$ cat config.mk
export PLATFORM = sky130hd
export DESIGN_NAME = stereo_pan_router
export DESIGN_NICKNAME = d
export VERILOG_FILES = /design/src/rtl/stereo_pan_router.sv
export SDC_FILE = /design/constraint.sdc
export NUM_CORES = 1
export LEC_CHECK = 0
export CAP_MARGIN = 15
export CORE_ASPECT_RATIO = 2
export CORE_UTILIZATION = 50
export CTS_CLUSTER_DIAMETER = 120
export DETAILED_ROUTE_END_ITERATION = 12
export GPL_ROUTABILITY_DRIVEN = 1
export GPL_TIMING_DRIVEN = 1
export PLACE_DENSITY = 0.78
export SYNTH_ARGS = -nofsm -noshare
export SYNTH_HDL_FRONTEND = slang
export SYNTH_SLANG_ARGS = --single-unit
$ cat constraint.sdc
create_clock -name clk -period 13.25 [get_ports clk]
set_clock_uncertainty 0.05 [all_clocks]
set_input_delay 3.975 -clock clk [delete_from_list [all_inputs] [get_ports clk]]
set_output_delay 3.975 -clock clk [all_outputs]
set_load 0.02 [all_outputs]
$ cat src/rtl/stereo_pan_router.sv
// Mono-to-stereo output stage: pan-controlled, click-free gain ramp,
// two-stage multiply/format pipeline and codec underrun counter.
module stereo_pan_router #(
    parameter int RAMP_DIV = 4
) (
    input  logic        clk,
    input  logic        reset_n,
    input  logic [15:0] sample_in,
    input  logic        in_ready,
    input  logic        pan_left,
    input  logic        pan_right,
    input  logic        pan_center,
    input  logic        new_frame,
    output logic [23:0] hphone_l,
    output logic [23:0] hphone_r,
    output logic        out_ready,
    output logic [3:0]  pan_pos,
    output logic        ramping,
    output logic [7:0]  underrun_cnt
);

    localparam logic [0:0] IDLE = 1'b0;
    localparam logic [0:0] RAMP = 1'b1;
    localparam int DW = (RAMP_DIV > 1) ? $clog2(RAMP_DIV) : 1;
    localparam logic [DW-1:0] DIV_LAST = DW'(RAMP_DIV - 1);

    logic [3:0]    pan_q, pan_d;
    logic [4:0]    gl_q, gl_d, gr_q, gr_d;
    logic [4:0]    tgt_l, tgt_r;
    logic [0:0]    state_q, state_d;
    logic [DW-1:0] div_q, div_d;
    logic          match;

    logic          v1_q;
    logic [20:0]   pl_q, pr_q;
    logic signed [20:0] pl_d, pr_d;
    logic [23:0]   hl_q, hr_q;
    logic          rdy_q;
    logic          fresh_q, fresh_d;
    logic [7:0]    cnt_q, cnt_d;
    logic          unused_bits;

    function automatic logic [4:0] step(input logic [4:0] g, input logic [4:0] t);
        if (g < t)      return g + 5'd1;
        else if (g > t) return g - 5'd1;
        else            return g;
    endfunction

    always_comb begin
        pan_d = pan_q;
        if (pan_center)
            pan_d = 4'd4;
        else if (pan_left && !pan_right) begin
            if (pan_q != 4'd0) pan_d = pan_q - 4'd1;
        end else if (pan_right && !pan_left) begin
            if (pan_q != 4'd8) pan_d = pan_q + 4'd1;
        end
    end

    assign tgt_r = {pan_q, 1'b0};
    assign tgt_l = 5'd16 - tgt_r;
    assign match = (gl_q == tgt_l) && (gr_q == tgt_r);

    // Gains step on the divider wrap; a retarget mid-ramp keeps the divider.
    always_comb begin
        state_d = state_q;
        div_d   = div_q;
        gl_d    = gl_q;
        gr_d    = gr_q;
        case (state_q)
            IDLE: begin
                div_d = '0;
                if (!match) state_d = RAMP;
            end
            default: begin
                if (match) state_d = IDLE;
                if (in_ready) begin
                    if (div_q == DIV_LAST) begin
                        div_d = '0;
                        gl_d  = step(gl_q, tgt_l);
                        gr_d  = step(gr_q, tgt_r);
                    end else begin
                        div_d = div_q + DW'(1);
                    end
                end
            end
        endcase
    end

    assign pl_d = $signed({{5{sample_in[15]}}, sample_in}) * $signed({16'd0, gl_q});
    assign pr_d = $signed({{5{sample_in[15]}}, sample_in}) * $signed({16'd0, gr_q});

    // A frame coinciding with a new output counts as fresh but consumes it.
    always_comb begin
        fresh_d = fresh_q;
        cnt_d   = cnt_q;
        if (new_frame) begin
            fresh_d = 1'b0;
            if (!fresh_q && !rdy_q && cnt_q != 8'hFF)
                cnt_d = cnt_q + 8'd1;
        end else if (rdy_q) begin
            fresh_d = 1'b1;
        end
    end

    always_ff @(posedge clk) begin
        if (!reset_n) begin
            pan_q   <= 4'd4;
            gl_q    <= 5'd8;
            gr_q    <= 5'd8;
            state_q <= IDLE;
            div_q   <= '0;
            v1_q    <= 1'b0;
            pl_q    <= '0;
            pr_q    <= '0;
            hl_q    <= '0;
            hr_q    <= '0;
            rdy_q   <= 1'b0;
            fresh_q <= 1'b0;
            cnt_q   <= '0;
        end else begin
            pan_q   <= pan_d;
            gl_q    <= gl_d;
            gr_q    <= gr_d;
            state_q <= state_d;
            div_q   <= div_d;
            v1_q    <= in_ready;
            if (in_ready) begin
                pl_q <= pl_d;
                pr_q <= pr_d;
            end
            rdy_q <= v1_q;
            if (v1_q) begin
                hl_q <= {pl_q[19:4], 8'h00};
                hr_q <= {pr_q[19:4], 8'h00};
            end
            fresh_q <= fresh_d;
            cnt_q   <= cnt_d;
        end
    end

    assign unused_bits  = ^{pl_q[20], pl_q[3:0], pr_q[20], pr_q[3:0]};
    assign hphone_l     = hl_q;
    assign hphone_r     = hr_q;
    assign out_ready    = rdy_q;
    assign pan_pos      = pan_q;
    assign ramping      = (state_q == RAMP);
    assign underrun_cnt = cnt_q;

endmodule
==> results_tabular.tex <==
\begin{tabular}{lr}
\hline
Metric & Value \\
\hline
\multicolumn{2}{l}{\textbf{Place}} \\
Post-Place Worst Slack & 4820 ps \\
Hpwl dp & roughly 18000 µm \\
Global placement routability congestion & just under 0.9 \\
Placement Cell Area & 0.0103 mm² \\
Quantity of I/O buffers inserted on ports & 68 \\
\multicolumn{2}{l}{\textbf{Detailed routing}} \\
Pre-antenna DRT Iters & 5 \\
Vias per Instance & 5.42 \\
Routed wire length per instance & 15.9 µm \\
Initial detailed-routing violation count & 296 \\
Aggregate routed wire length & 22100 µm \\
Number of routed nets with antenna violations & 0 \\
Post-detailed-route DRC marker count & 0 \\
Total number of vias & 7531 \\
\multicolumn{2}{l}{\textbf{Finish}} \\
Final core utilization & 0.565 \\
Post-route cell area & $\sim$0.011 mm² \\
Leading cell type in the layout, fill and taps excluded & inv\_1 \\
Final \#Nets & 1334 \\
Most used cells in the layout excluding fill and tap cells & inv\_1, and2\_1, fa\_1 \\
Count of inserted antenna diode cells & 0 \\
Area growth from synthesis to layout & 11.5\% \\
Share of final-layout standard cells stronger than drive strength 1 & 0.0273 \\
\multicolumn{2}{l}{\textbf{Clocking}} \\
Hold buffer count at CTS & 0 \\
Clock root buffer & clkbuf\_16 \\
Worst-path clk slew & $\sim$70 ps \\
Clock sink count & 92 \\
Post-CTS Repair Setup Buffers & 0 \\
Clock buffer depth & 2 \\
CTS tree & yes \\
H-tree lvl count & 3 \\
Latest clock arrival within the worst-skew pair & 360 ps \\
Clock buffers created by TritonCTS & 9 \\
\# resized after CTS & 0 \\
\multicolumn{2}{l}{\textbf{Floorplanning}} \\
Floorplan die area & 0.0196 mm² \\
Area of the core region & 0.0187 mm² \\
Die height & 197 µm \\
Chip Width & slightly below 100 µm \\
Initial cell density of the core & 0.507 \\
Placement row count & between 70 and 80 \\
Ports & 85 \\
\multicolumn{2}{l}{\textbf{Synthesis}} \\
Seq cells post-synth & 92 \\
Library cell with the largest summed area after synthesis & fa\_1 \\
Top flip-flop cell by instance count after synthesis & dfxtp\_1 \\
Post-synthesis area per instance & approximately 8.7 µm² \\
Dominant cells by area after synthesis & fa\_1, dfxtp\_1, ha\_1 \\
Asr flop ratio synth & 0 \\
Number of distinct library cells after synthesis & 67 \\
Share of the synthesized area in the top cell type & 0.200 \\
Number of instances in the synthesized netlist & $\sim$1100 \\
Yosys Warn Count & 0 \\
Share of the yosys chip area belonging to registers & 0.194 \\
Cell area after technology mapping & 0.00950 mm² \\
Post-synth EDFFs & 0 \\
\multicolumn{2}{l}{\textbf{Global route}} \\
Vias in the first global route & approximately 7600 \\
GRT Resource Usage Total & 0.235 \\
Pin count of the biggest net entering global routing & 67 \\
Overflow left after global routing & 0 \\
Initial antenna violation count & 0 \\
First-pass GRT wire length & 36100 µm \\
\multicolumn{2}{l}{\textbf{STA}} \\
Final count of pins violating max slew & 0 \\
Minimum clock period & around 8000 ps \\
RSZ-0062 raised after global routing & no \\
Final WS setup & 5110 ps \\
Aggregate negative setup slack & 0 ps \\
Final Hold Vio Count & 0 \\
Fmax & $\sim$120 MHz \\
Final setup viols & 0 \\
Max-slew headroom & 0.354 \\
Slew at the pin with the worst max-slew slack & 969 ps \\
Share of the cycle needed by the critical path after routing & 0.614 \\
\multicolumn{2}{l}{\textbf{Run status}} \\
Outcome & completed \\
\multicolumn{2}{l}{\textbf{Min path}} \\
Worst min path class & flip-flop to flip-flop \\
\multicolumn{2}{l}{\textbf{Setup path}} \\
Crit path arrival time & roughly 8300 ps \\
Max Fanout on Critical Path & 10 \\
Req. time, crit path & about 13000 ps \\
Kind of capture point of the worst setup path & flip-flop \\
Nature of the critical path startpoint & input port \\
Worst setup path category & input port to flip-flop \\
\multicolumn{2}{l}{\textbf{Job}} \\
Total of max-cap violations & 0 \\
\multicolumn{2}{l}{\textbf{Power and ir drop}} \\
Worst VDD drop & around 0.066 mV \\
Standby leakage power & 4.96 nW \\
Power per unit of standard cell area & 65.4 mW/mm² \\
\hline
\end{tabular}
## final cells by class
class,count,area [µm²]
fillers,1649,8160
multi-input cells,787,6800
flip-flops and latches,92,1840
repair buffers,72,711
inverters,168,631
well taps,255,319
clock buffers,9,225
clock inverters,7,56.3
## worst max-delay path: stages
cell and delay [ps]:
clkdlybuf4s50_1 590, and2_1 280, fa_1 480, fa_1 480
inv_1 60, fa_1 570, inv_1 60, ha_1 370
and3_1 230, a22o_1 200, o31ai_2 370, nor2_1 120
mux2i_1 130, o41ai_1 390
## cell usage after synthesis (2+ instances only)
library cell / count
o211a_1: 2
buf_4: 16
xnor2_1: 25
a211o_1: 2
buf_2: 3
nand2_1: 49
nor2_1: 71
and2_1: 142
nand2b_1: 3
nor2b_1: 5
o311ai_0: 4
a21oi_1: 42
dfxtp_1: 92
nand4b_1: 3
and4_1: 2
o21ai_0: 29
a221o_1: 3
a21o_1: 16
ha_1: 86
nor3_1: 7
o31ai_2: 2
and3_1: 10
a32oi_1: 2
o2111ai_1: 2
a32o_1: 2
o21a_1: 7
mux2i_1: 47
a311oi_1: 2
o21bai_1: 2
o31ai_1: 4
buf_1: 6
a211oi_1: 8
nand3_1: 25
o211ai_1: 8
a21boi_0: 4
fa_1: 95
nand4_1: 7
xor2_1: 16
a31oi_1: 4
o21ai_1: 4
inv_1: 167
clkbuf_1: 32
or3_1: 7
## logic make-up (layout without fill, tap and decap cells)
logic type               count (synthesis)  count (layout)  share of synthesized area
XOR/XNOR                                42              42                     0.0402
AND/OR/NAND/NOR                        339             339                      0.191
AO/OA/AOI/OAI                          162             162                      0.116
other                                    1              16                   0.000395
multiplexers                            47              47                     0.0495
flip-flops                              92              92                      0.194
adder cells (fa/ha/maj)                181             181                      0.314
buffers and inverters                  225             256                     0.0956
## worst paths after layout
check | from | endpoint | slack (ps) | cells after the start
setup / recovery | sample_in[6] | pl_q[17]$_SDFFE_PN0P_ | 5110 | 14
hold / removal | pl_q[19]$_SDFFE_PN0P_ | pl_q[19]$_SDFFE_PN0P_ | 400 | 2
setup reg to reg | gl_q[1]$_SDFFE_PN0P_ | pl_q[17]$_SDFFE_PN0P_ | 8600 | 13
hold reg to reg | pl_q[19]$_SDFFE_PN0P_ | pl_q[19]$_SDFFE_PN0P_ | 400 | 2
## registers in the layout, indices dropped and copies added (netlist names)
name / cells
div_q: 2
fresh_q: 1
gl_q: 5
gr_q: 5
hphone_l: 16
hphone_r: 16
out_ready: 1
pan_pos: 4
pl_q: 16
pr_q: 16
ramping: 1
underrun_cnt: 8
v1_q: 1
## power breakdown
group          leakage, nW  internal, mW  switching [mW]  total, mW
Clock                0.143         0.131           0.123      0.254
Sequential           0.751         0.288          0.0109      0.298
Combinational         4.06        0.0588          0.0820      0.141
Total                 4.96         0.477           0.216      0.693
## metrics by stage
step	hold WS, ps	cells	power (mW)
after floorplan	370	1104	0.403
after global placement	385	1374	0.441
after detailed placement	391	1374	0.445
after CTS	400	1390	0.698
after global routing	420	1390	0.723
final	396	1390	0.693
## per-layer routing
| layer | GRT usage | routed length, µm | vias up |
|---|---|---|---|
| li1 | - | - | 3607 |
| met1 | 0.237 | 8030 | 3638 |
| met2 | 0.446 | 12100 | 210 |
| met3 | 0.0227 | 602 | 76 |
| met4 | 0.158 | 1380 | 0 |
| met5 | 0 | 0 | - |
No activity file was read; power rests on OpenSTA's default activity.
